--- config.mk ---
export PLATFORM = sky130hd
export DESIGN_NAME = length_prefix_packetizer
export DESIGN_NICKNAME = d
export VERILOG_FILES = /design/src/rtl/length_prefix_packetizer_pkg.sv /design/src/rtl/length_prefix_packetizer_len_header_collector.sv /design/src/rtl/length_prefix_packetizer.sv
export SDC_FILE = /design/constraint.sdc
export NUM_CORES = 1
export LEC_CHECK = 0
export BUFFER_PORTS_ARGS = -buffer_cell sky130_fd_sc_hd__buf_2
export CORE_UTILIZATION = 59
export DETAILED_ROUTE_END_ITERATION = 6
export HOLD_SLACK_MARGIN = 0.15
export PLACE_DENSITY_LB_ADDON = 0.1
export SLEW_MARGIN = 10
export SYNTH_ARGS = -nofsm -noshare
export SYNTH_HDL_FRONTEND = slang
export SYNTH_SLANG_ARGS = --single-unit
--- constraint.sdc ---
create_clock -name clk -period 3.45 [get_ports clk]
set_clock_uncertainty 0.1 [all_clocks]
set_input_delay 0.345 -clock clk [delete_from_list [all_inputs] [get_ports clk]]
set_output_delay 0.345 -clock clk [all_outputs]
set_load 0.01 [all_outputs]
--- src/rtl/length_prefix_packetizer_pkg.sv ---
// Shared types and helpers for the length-prefix packetizer.
// Holds the FSM state type, the header beat count helper and the last-beat keep mask.
package stream_pkg;

  typedef enum logic [1:0] {
    GET_LEN = 2'd0,
    PASS    = 2'd1,
    DROP    = 2'd2
  } pktz_state_t;

  // Ceiling division, used to size the header in input beats.
  function automatic int clog2_ceil_div(input int num, input int den);
    return (num + den - 1) / den;
  endfunction

  // Low ((rem-1) mod axis_bytes)+1 lanes set; lanes above axis_bytes are don't-care.
  function automatic logic [7:0] last_keep(input logic [31:0] rem, input logic [31:0] axis_bytes);
    logic [31:0] n_lanes;
    logic [7:0]  keep;
    n_lanes = ((rem - 32'd1) % axis_bytes) + 32'd1;
    keep    = 8'd0;
    for (int i = 0; i < 8; i++) begin
      keep[i] = (32'(i) < n_lanes);
    end
    return keep;
  endfunction

endpackage

--- src/rtl/length_prefix_packetizer_len_header_collector.sv ---
// Gathers the LEN_BYTES-byte length header from HDR_BEATS input beats.
// o_len is combinational so it is usable on the very beat that completes the header.
module len_header_collector
  import stream_pkg::*;
#(
  parameter int AXIS_BYTES     = 1,
  parameter int LEN_BYTES      = 2,
  parameter int LEN_BIG_ENDIAN = 1
) (
  input  logic                    clk,
  input  logic                    aresetn,
  input  logic                    i_beat,
  input  logic [8*AXIS_BYTES-1:0] i_tdata,
  output logic [8*LEN_BYTES-1:0]  o_len,
  output logic                    o_len_valid
);

  localparam int HDR_BEATS = clog2_ceil_div(LEN_BYTES, AXIS_BYTES);
  localparam int CW = $clog2(HDR_BEATS + 1);
  localparam logic [CW-1:0] LAST_CNT = CW'(HDR_BEATS - 1);

  logic [CW-1:0]          r_hdr_cnt;
  logic [8*LEN_BYTES-1:0] r_hdr;
  logic [8*LEN_BYTES-1:0] w_bytes;

  // Header byte g (stream order) lives in beat g/AXIS_BYTES, lane g%AXIS_BYTES.
  for (genvar g = 0; g < LEN_BYTES; g++) begin : g_byte
    localparam int BEAT = g / AXIS_BYTES;
    localparam int LANE = g % AXIS_BYTES;
    localparam int POS  = (LEN_BIG_ENDIAN != 0) ? (LEN_BYTES - 1 - g) : g;
    assign w_bytes[8*g +: 8] = (r_hdr_cnt == CW'(BEAT)) ? i_tdata[8*LANE +: 8] : r_hdr[8*g +: 8];
    assign o_len[8*POS +: 8] = w_bytes[8*g +: 8];
  end

  assign o_len_valid = i_beat && (r_hdr_cnt == LAST_CNT);

  // Header byte capture and beat counter.
  always_ff @(posedge clk or negedge aresetn) begin
    if (!aresetn) begin
      r_hdr_cnt <= {CW{1'b0}};
      r_hdr     <= {(8*LEN_BYTES){1'b0}};
    end else if (i_beat) begin
      r_hdr     <= w_bytes;
      r_hdr_cnt <= o_len_valid ? {CW{1'b0}} : (r_hdr_cnt + CW'(1));
    end
  end

endmodule

--- src/rtl/length_prefix_packetizer.sv ---
// Regenerates tlast/tkeep framing for a length-prefixed byte stream.
// Payload passes through combinationally; oversize packets are consumed and dropped.
module length_prefix_packetizer
  import stream_pkg::*;
#(
  parameter int          AXIS_BYTES     = 1,
  parameter int          LEN_BYTES      = 2,
  parameter int          LEN_BIG_ENDIAN = 1,
  parameter int unsigned MAX_LEN        = 1500
) (
  input  logic                    clk,
  input  logic                    aresetn,
  output logic                    axis_i_tready,
  input  logic                    axis_i_tvalid,
  input  logic [8*AXIS_BYTES-1:0] axis_i_tdata,
  input  logic                    axis_o_tready,
  output logic                    axis_o_tvalid,
  output logic                    axis_o_tlast,
  output logic [AXIS_BYTES-1:0]   axis_o_tkeep,
  output logic [8*AXIS_BYTES-1:0] axis_o_tdata,
  output logic                    err_oversize,
  output logic                    err_zero
);

  localparam int LW = 8 * LEN_BYTES;
  localparam logic [LW-1:0] AB_W      = LW'(AXIS_BYTES);
  localparam logic [LW-1:0] MAX_LEN_W = LW'(MAX_LEN);

  if ((MAX_LEN >> LW) != 0) begin : g_max_len_chk
    $error("MAX_LEN does not fit in the length field");
  end

  pktz_state_t r_state;
  logic [LW-1:0] r_rem;
  logic r_err_oversize;
  logic r_err_zero;
  logic [LW-1:0] w_len;
  logic w_len_valid;
  logic w_in_fire;
  logic w_rem_last;

  assign axis_i_tready = (r_state == PASS) ? axis_o_tready : 1'b1;
  assign axis_o_tvalid = (r_state == PASS) && axis_i_tvalid;
  assign axis_o_tdata  = axis_i_tdata;
  assign w_in_fire     = axis_i_tvalid && axis_i_tready;
  assign w_rem_last    = (r_rem <= AB_W);
  assign axis_o_tlast  = (r_state == PASS) && w_rem_last;
  assign axis_o_tkeep  = w_rem_last ? AXIS_BYTES'(last_keep(32'(r_rem), 32'(AXIS_BYTES)))
                                    : {AXIS_BYTES{1'b1}};
  assign err_oversize  = r_err_oversize;
  assign err_zero      = r_err_zero;

  len_header_collector #(
    .AXIS_BYTES    (AXIS_BYTES),
    .LEN_BYTES     (LEN_BYTES),
    .LEN_BIG_ENDIAN(LEN_BIG_ENDIAN)
  ) u_hdr (
    .clk        (clk),
    .aresetn    (aresetn),
    .i_beat     (w_in_fire && (r_state == GET_LEN)),
    .i_tdata    (axis_i_tdata),
    .o_len      (w_len),
    .o_len_valid(w_len_valid)
  );

  // Framing FSM: header parse, forward or drop, one-cycle error pulses.
  always_ff @(posedge clk or negedge aresetn) begin
    if (!aresetn) begin
      r_state        <= GET_LEN;
      r_rem          <= {LW{1'b0}};
      r_err_oversize <= 1'b0;
      r_err_zero     <= 1'b0;
    end else begin
      r_err_oversize <= 1'b0;
      r_err_zero     <= 1'b0;
      case (r_state)
        GET_LEN: begin
          if (w_len_valid) begin
            if (w_len == {LW{1'b0}}) begin
              r_err_zero <= 1'b1;
            end else if (w_len > MAX_LEN_W) begin
              r_err_oversize <= 1'b1;
              r_rem          <= w_len;
              r_state        <= DROP;
            end else begin
              r_rem   <= w_len;
              r_state <= PASS;
            end
          end
        end
        PASS, DROP: begin
          // In PASS an input transfer is exactly an output transfer.
          if (w_in_fire) begin
            if (w_rem_last) begin
              r_rem   <= {LW{1'b0}};
              r_state <= GET_LEN;
            end else begin
              r_rem <= r_rem - AB_W;
            end
          end
        end
        default: begin
          r_rem   <= {LW{1'b0}};
          r_state <= GET_LEN;
        end
      endcase
    end
  end

endmodule

### Yosys cells after proc, flatten, opt, wreduce, memory -nomap -nowiden

Index checks and enable logic that the tools add are counted.

* order comparisons: 2
* reductions and logical operators: 11
* equal/unequal tests: 7
* add/subtract/negate cells: 2
* mux-type cells: 22

Operators by type and width (number)
* $mux W16: 4
* $pmux W16 S2: 1
* $gt A16 B11 Y1 const B: 1
* $le A16 B1 Y1 const B: 1
* $logic_not A16 Y1: 1
* $mux W8: 2
* $sub A16 B1 Y16 const B: 1
* $mux W2: 6
* $mux W1: 8
* $ne A2 B2 Y1 const B: 3
* $logic_and A1 B1 Y1: 5
* $eq A2 B1 Y1 const B: 2
* $logic_not A2 Y1: 2
* $pmux W2 S2: 1
* $reduce_and A4 Y1: 1
* $reduce_and A3 Y1: 1
* $add A2 B1 Y2 const B: 1
* $eq A2 B2 Y1 const B: 1
* $ne A2 B1 Y1 const B: 1
* $reduce_or A2 Y1: 1

* input port bits: 12
* register bits: 38
* word-level logic and storage cells: 50
* output and inout port bits: 14

### Longest topological paths before layout

Gate-level depths: netlist (run 1).

* depth in word-level cells: 7
* depth in mapped cells: 9
* gate-level depth less buffers: 8

### Hierarchy

A second synthesis (run 1) with hierarchy kept.

* cells, all modules: 238
* area total of the unflattened synthesis: 2560.0 um^2

Modules (own cells, without submodules)
* length_prefix_packetizer: cells each 179, area each 1670.4 um^2, seq. area each 500.5 um^2, instances 1
* len_header_collector: cells each 59, area each 889.6 um^2, seq. area each 450.4 um^2, instances 1

### Worst setup path after synthesis (run 1)

OpenSTA, ideal clock, no wires.

* path kind: register -> register
* start point: register u_hdr.r_hdr_cnt[0]
* end point: register r_state[1]
* arrival time: 2.226 ns
* clock period less this slack: 2.450 ns
* path buffers: 2
* slack: 1.000 ns
* stages on the path, launching flop included: 9
* library setup time: 0.125 ns
* data required time: 3.225 ns
* cell sequence: dfrtp_1 > buf_6 > nor2b_1 > buf_6 > or3_4 > a2111oi_4 > a311oi_2 > o21ai_2 > mux2_2

* cells in the longest elaborated chain, start to end: 7
* elaborated cells on any way between the ends: 14
* those cells by class: 1 x order compare; 3 x eq/ne; 6 x mux; 4 x reduce/logical

Ends and longest elaborated chain
* start, declared: RTL line length_prefix_packetizer_len_header_collector.sv:22 `logic [CW-1:0] r_hdr_cnt;`
* start signal, assigned: RTL line length_prefix_packetizer_len_header_collector.sv:40 `r_hdr_cnt <= {CW{1'b0}};`
* start signal, assigned: RTL line length_prefix_packetizer_len_header_collector.sv:44 `r_hdr_cnt <= o_len_valid ? {CW{1'b0}} : (r_hdr_cnt + CW'(1));`
* $eq A2 B1 Y1 / $logic_not A2 Y1 (equally long branches): RTL line length_prefix_packetizer_len_header_collector.sv:31, length_prefix_packetizer_len_header_collector.sv:35
* $mux W8: RTL line length_prefix_packetizer_len_header_collector.sv:31 `assign w_bytes[8*g +: 8] = (r_hdr_cnt == CW'(BEAT)) ? i_tdata[8*LANE +: 8] : r_hdr[8*g +: 8];`
* $gt A16 B11 Y1: RTL line length_prefix_packetizer.sv:81 `end else if (w_len > MAX_LEN_W) begin`
* $mux W2: RTL line length_prefix_packetizer.sv:81
* $mux W2: RTL line length_prefix_packetizer.sv:79 `if (w_len == {LW{1'b0}}) begin`
* $mux W2: RTL line length_prefix_packetizer.sv:78 `if (w_len_valid) begin`
* $pmux W2 S2: RTL line length_prefix_packetizer.sv:76 `case (r_state)`
* end signal, assigned: RTL line length_prefix_packetizer.sv:84 `r_state <= DROP;`
* end signal, assigned: RTL line length_prefix_packetizer.sv:87 `r_state <= PASS;`
* end signal, assigned: RTL line length_prefix_packetizer.sv:96 `r_state <= GET_LEN;`
* end, declared: RTL line length_prefix_packetizer.sv:33 `pktz_state_t r_state;`

Several ways; a longest one is shown, not always the timed one. The select of a mux whose other input is x is not followed.
A chain may end at the register's enable or synchronous reset.

### Final worst setup path (run 1)

* start point: register u_hdr.r_hdr_cnt[0]
* end point: register r_rem[9]

* cells in the longest elaborated chain, start to end: 5
* elaborated cells on any way between the ends: 12
* those cells by class: 3 x eq/ne; 5 x mux; 4 x reduce/logical

Ends and longest elaborated chain
* $eq A2 B1 Y1 / $logic_not A2 Y1 (equally long branches): RTL line length_prefix_packetizer_len_header_collector.sv:31, length_prefix_packetizer_len_header_collector.sv:35
* $mux W8: RTL line length_prefix_packetizer_len_header_collector.sv:31
* $logic_not A16 Y1 / $mux W16 (equally long branches): RTL line length_prefix_packetizer.sv:79
* $ne A2 B2 Y1 (no source line) / $mux W16 (equally long branches)
* $reduce_and A3 Y1 (no source line) / $pmux W16 S2 (equally long branches)
* end signal, assigned: RTL line length_prefix_packetizer.sv:83 `r_rem <= w_len;`
* end signal, assigned: RTL line length_prefix_packetizer.sv:86 `r_rem <= w_len;`
* end signal, assigned: RTL line length_prefix_packetizer.sv:95 `r_rem <= {LW{1'b0}};`
* end, declared: RTL line length_prefix_packetizer.sv:34 `logic [LW-1:0] r_rem;`

Several ways; a longest one is shown, not always the timed one. The select of a mux whose other input is x is not followed.

==> results of run 1 <==
through the flow:
| stage | util, % | power, mW |
|---|---|---|
| floorplan | - | 2.00 |
| global placement | 62.2 | 2.29 |
| detailed placement | 62.2 | 2.31 |
| CTS | 64.2 | 2.61 |
| global route | 64.2 | 2.84 |
| finish | 64.2 | 2.63 |
final cells by class:
cell class / instances / share of cell area [%]
Multi-Input combinational cell: 229 / 54.1
Timing Repair Buffer: 29 / 5.73
Clock buffer: 7 / 2.73
Inverter: 8 / 1.07
Sequential cell: 38 / 34.0
Tap cell: 52 / 2.33
cell families (layout without fill, tap and decap cells):
family          Yosys count  count (layout)  share of synthesized area [%]
compound gates           85              85                           23.6
mux                      22              22                           9.23
other cells               1               1                          0.141
fa+ha+maj                 5               5                           2.36
xor+xnor                  3               3                          0.989
simple gates            113             113                           20.7
buf+inv                  30              44                           7.25
flops                    38              38                           35.8
metal layers:
layer | share of wire (%) | up-vias
met1 | 43 | 1119
met5 | 0 | -
met4 | 2.1 | 0
met2 | 48 | 97
li1 | - | 1103
met3 | 6.5 | 13
flip-flops by register name, summed over array words and instances (netlist names):
signal	cells
err_oversize	1
err_zero	1
r_rem	16
r_state	2
u_hdr.r_hdr	16
u_hdr.r_hdr_cnt	2
layout by cell type (no fill, tap or decap), drive strengths merged, types with 2 or more instances in the layout:
master / netlist / routed
a2111oi: 2 / 2
nand2b: 2 / 2
dfrtp: 38 / 38
mux2: 17 / 17
xor2: 2 / 2
nor3: 11 / 11
ha: 5 / 5
a21boi: 5 / 5
nand2: 54 / 54
o2bb2ai: 17 / 17
or2: 2 / 2
nor2b: 2 / 2
nand3: 6 / 6
inv: 8 / 8
or3: 6 / 6
a22oi: 7 / 7
clkbuf: 6 / 7
buf: 16 / 28
mux2i: 5 / 5
nor4: 4 / 4
and3: 2 / 2
o22ai: 6 / 6
a21o: 2 / 2
o21ai: 18 / 18
a21oi: 17 / 17
nor2: 17 / 17
worst paths after layout:
kind | end | slack, ns | cells after the start
setup reg to reg | r_rem[9] | 0.60 | 7
setup / recovery | r_rem[9] | 0.60 | 7
hold reg to reg | r_rem[8] | 0.39 | 1
hold / removal | u_hdr.r_hdr[5] | 0.27 | 2
min in group asynchronous | u_hdr.r_hdr[2] | 0.62 | 2
max in group asynchronous | r_rem[2] | 2.09 | 2
worst register-to-register path: cells and delay by family (launching register included):
kind / cells / cell delay, ns
AOI/OAI and AO/OA: 2 / 0.41
buffers and inverters: 1 / 0.27
DFF: 1 / 0.54
muxes: 1 / 0.44
and+or+nand+nor: 3 / 1.01
report_power, final:
| part | internal [mW] | total [mW] | switching (mW) |
|---|---|---|---|
| logic | 0.610 | 1.49 | 0.876 |
| clock network | 0.139 | 0.290 | 0.151 |
| registers | 0.645 | 0.851 | 0.206 |
| total | 1.39 | 2.63 | 1.23 |
==> out/results.ini, run 1 <==
[timing]
worst_pin_slew_ns = 0.872
fmax_mhz = 351
worst_hold_slack_ns = 0.273
final_max_slew_viol_count = 0
fin_crit_ns = 2.85
setup_slack_ns = 0.601
finalHoldViolCount = 0
finalCritPeriodShare_pct = 82.6
rsz0062_at_grt = false
setup_viol_count_final = 0
setup-tns-final_ns = 0
max_slew_margin_pct = 41.8

[logic_synthesis]
synth-seq-cells = 38
avgSynthCellArea_um2 = 8.94
yosys-top-cells-area = dfrtp_1 (36%), nand2_1 (7.6%), mux2_2 (6.4%)
yosysUniqueCellTypes = 56
yosysSeqAreaShare_pct = 35.8
yosys-top-cells-count = nand2_1 (54), dfrtp_1 (38), nor2_1 (17), o2bb2ai_1 (17), a21oi_1 (16)
syn-num-nets = 314
synthArstFlopShare_pct = 100
syn_area_um2 = 2660
yosysMostFrequentCell = nand2_1
netlist.area_leader.share_pct = 35.8
synth_top_area_cell = dfrtp_1
synth-edff-count = 0
ys_dominant_reg_cell = dfrtp_1
syn_inst = 297
ys_warn_count = 0

[finish]
fin_area_um2 = 2800
seq_area_um2 = 951
multi_input_area_um2 = 1510
final_layout_size_suffix_gt1_share_pct = 18.6
nets = 328
stdcell_count = 363
diodes = 0
syn2layout_area_growth_pct = 5.23
fillers = 401

[setup_path]
path_buf_inv = 1
crit_start = u_hdr.r_hdr_cnt[0]
cp_slowest_cell = dfrtp_1
worst-path-max-fanout = 14
cp-start-kind = flip-flop
crit_path_end_kind = flip-flop
cp_slowest_stage_delay_ns = 0.54
critPathKind = reg2reg
cp_cell_sequence = or2_1 > mux2_2 > nor4b_4 > a311oi_2 > buf_4 > nor2_1 > o2bb2ai_1
cp.arrival_ns = 2.97
r2r_start = u_hdr.r_hdr_cnt[0]
crit_family = simple AND/OR/NAND/NOR gates
required_ns = 3.57

[global_routing]
antenna_found_initial = 0
grt_max_degree = 39
grt_util_met3_pct = 6.14
met2_usage_pct = 45.3
globalRoute.busiestLayer = met2
grt_pass1_wl_um = 10900
grt.total_usage_pct = 28.9
overflow = 0
globalRouteMet1Util_pct = 39.1
first_global_vias = 2126

[min_path]
min_from = axis_i_tdata[5]
hp-class = in2reg

[clock_network]
cts_max_level = 2
cts_tree = yes
post_cts_resized = 0
cts_buffer_depth = 2
post_cts_buffers = 0
path_clk_slew_ns = 0.07
cts.sinks = 38
clk_latency_ns = 0.29
numCtsBuffers = 5
ctsHoldBuffers = 1
ctsRootBufferMaster = clkbuf_8

[floorplan]
pin_count = 26
coreArea_um2 = 4350
start_util_pct = 61.0
die_h_um = 69.1
die_area_um2 = 4770
rows = 24
die_w_um = 69.1

[detailed_routing]
drcViolationCount = 0
dr.pass1.iters = 5
wl_um = 6510
vias = 2332
vias_per_cell = 6.42
wl_per_cell_um = 17.9
ant_nets = 0
drt_iter0_markers = 240

[placed_design]
numPortBuffers = 24
dp_slack_ns = 0.646
placed_cells = 355
place.gp.congestion = 0.957
placed_cell_area_um2 = 2710
hpwl_um = 4780

[power_and_ir_drop]
p_leak_nw = 1.21
p_per_area_nw_per_um2 = 940
irDropWorstVdd_v = 0.000434

[run_status]
status = finished clean

[run]
max_cap_viol_count = 0

No activity file was read; power rests on OpenSTA's default activity.
==> inputs of run 2 (changes only) <==
clock period = 2.7 ns   (was 3.45 ns; I/O delays follow)
==> out/results.ini, run 2 (synthesis results as in run 1) <==
[global_routing]
first_global_vias = 2119  ; -0.33%
grt_pass1_wl_um = 10500  ; -3.3%
grt_max_degree = 39  ; unchanged
grt.total_usage_pct = 28.0  ; -0.83 points
overflow = 0  ; unchanged
antenna_found_initial = 0  ; unchanged

[placed_design]
hpwl_um = 4680  ; -2.1%
numPortBuffers = 24  ; unchanged
dp_slack_ns = 0.0582  ; -0.588 ns
place.gp.congestion = 0.889  ; -7.1%

[clock_network]
ctsRootBufferMaster = clkbuf_8
cts_max_level = 2  ; unchanged
cts_tree = yes
clk_latency_ns = 0.29  ; about the same
cts.sinks = 38  ; unchanged
cts_buffer_depth = 2  ; unchanged
numCtsBuffers = 5  ; unchanged
path_clk_slew_ns = 0.08  ; about the same

[timing]
finalCritPeriodShare_pct = 96.4  ; +14 points
setup-tns-final_ns = 0  ; unchanged
finalHoldViolCount = 0  ; unchanged
fmax_mhz = 384  ; +9.4%
final_max_slew_viol_count = 0  ; unchanged
worst_pin_slew_ns = 0.866  ; -0.00627 ns
setup_slack_ns = 0.0963  ; -0.505 ns
rsz0062_at_grt = false
fin_crit_ns = 2.60  ; -0.245 ns
setup_viol_count_final = 0  ; unchanged
worst_hold_slack_ns = 0.199  ; -0.0741 ns
max_slew_margin_pct = 42.3  ; +0.42 points

[setup_path]
crit_path_end_kind = flip-flop
cp-start-kind = flip-flop
critPathKind = reg2reg
path_buf_inv = 1  ; unchanged
required_ns = 2.78  ; -0.79 ns
crit_family = simple AND/OR/NAND/NOR gates
worst-path-max-fanout = 10  ; -4
cp.arrival_ns = 2.68  ; -0.29 ns
cp_cell_sequence = or2_1 > mux2_4 > nor4b_4 > a311oi_2 > buf_4 > o21ai_2 > mux2_2
cp_slowest_cell = dfrtp_1
cp_slowest_stage_delay_ns = 0.48  ; -0.06 ns

[detailed_routing]
wl_um = 6500  ; about the same
drt_iter0_markers = 277  ; +15%
dr.pass1.iters = 5  ; unchanged
wl_per_cell_um = 17.5  ; -2.5%
vias = 2339  ; +0.30%
drcViolationCount = 0  ; unchanged
vias_per_cell = 6.29  ; -2.1%
ant_nets = 0  ; unchanged

[finish]
final_core_util_pct = 66.4  ; +2.2 points
reg_top3 = r_rem x16, u_hdr.r_hdr x16
final_layout_size_suffix_gt1_share_pct = 21.6  ; +2.9 points
fillers = 385  ; -4.0%
syn2layout_area_growth_pct = 8.76
final_common_cell = nand2_1
diodes = 0  ; unchanged
nets = 338  ; +3.0%
layout_common_cells = nand2_1 (54), dfrtp_1 (38), buf_2 (24)

[run]
max_cap_viol_count = 0  ; unchanged

[floorplan]
die_w_um = 69.1  ; unchanged
pin_count = 26  ; unchanged
start_util_pct = 61.0  ; unchanged
die_area_um2 = 4770  ; unchanged
die_h_um = 69.1  ; unchanged
rows = 24  ; unchanged
coreArea_um2 = 4350  ; unchanged

[power_and_ir_drop]
p_per_area_nw_per_um2 = 1220  ; +29%
irDropWorstVdd_v = 0.000575  ; +33%
p_leak_nw = 1.27  ; +4.8%

[run_status]
status = finished clean

[min_path]
hp-class = in2reg

==> run 2: changes by cell type in the layout (fill, tap and decap cells not counted), sizes merged <==
cell / delta
buf: +10
clkbuf: -1
==> run 2: final cells by class <==
type / count / area (um^2) / share of cell area, %
inverters: 8 / 30.0 / 1.04
multi-input cells: 229 / 1510 / 52.4
clock buffers: 6 / 82.6 / 2.86
well taps: 52 / 65.1 / 2.25
repair buffers: 39 / 248 / 8.58
flip-flops and latches: 38 / 951 / 32.9
==> run 2: per-stage QoR <==
stage | instance area [um^2] | total power, mW | std cells
finish | 2890 | 3.51 | 372
global route | 2890 | 3.77 | 372
CTS | 2870 | 3.45 | 371
detailed placement | 2780 | 3.04 | 364
global placement | 2780 | 3.02 | 364
floorplan | 2660 | 2.55 | 297
==> run 2: report_power, final <==
group / internal, mW / switching [mW] / total (mW)
clock network: 0.197 / 0.194 / 0.391
registers: 0.825 / 0.247 / 1.07
logic: 0.898 / 1.15 / 2.05
total: 1.92 / 1.59 / 3.51
==> run 2: worst register-to-register path: cells and delay by family (launching register included) <==
family	cells	cell delay [ns]
multiplexers	2	0.69
AND/OR/NAND/NOR	2	0.71
AO/OA/AOI/OAI	2	0.30
buffers and inverters	1	0.20
flip-flops	1	0.48
==> run 2: path summary, 6_finish.rpt <==
| path | start | endpoint | slack [ns] | cells after the start |
|---|---|---|---|---|
| max | u_hdr.r_hdr_cnt[1] | r_state[1] | 0.1 | 7 |
| min | axis_i_tdata[5] | u_hdr.r_hdr[5] | 0.20 | 2 |
| max reg2reg | u_hdr.r_hdr_cnt[1] | r_state[1] | 0.1 | 7 |
| min reg2reg | u_hdr.r_hdr[13] | u_hdr.r_hdr[13] | 0.38 | 2 |
| max in group asynchronous | aresetn | r_rem[2] | 1.43 | 2 |
| min in group asynchronous | aresetn | u_hdr.r_hdr[7] | 0.52 | 2 |
==> run 2: timing repair <==
item                                    4_1_cts  5_1_grt
buffers inserted                              0        1
hold buffers                                  1        0
endpoints found under the hold margin        38        0
gates resized for setup                       0        0
endpoints found under the setup margin        0       16
==> run 2: metal layers <==
metal | global-route usage (%) | vias to the layer above | share of wire, %
li1 | - | 1118 | -
met1 | 41.5 | 1092 | 47
met2 | 40.3 | 110 | 44
met3 | 4.39 | 19 | 6.3
met4 | 12.2 | 0 | 3.1
met5 | 0 | - | 0
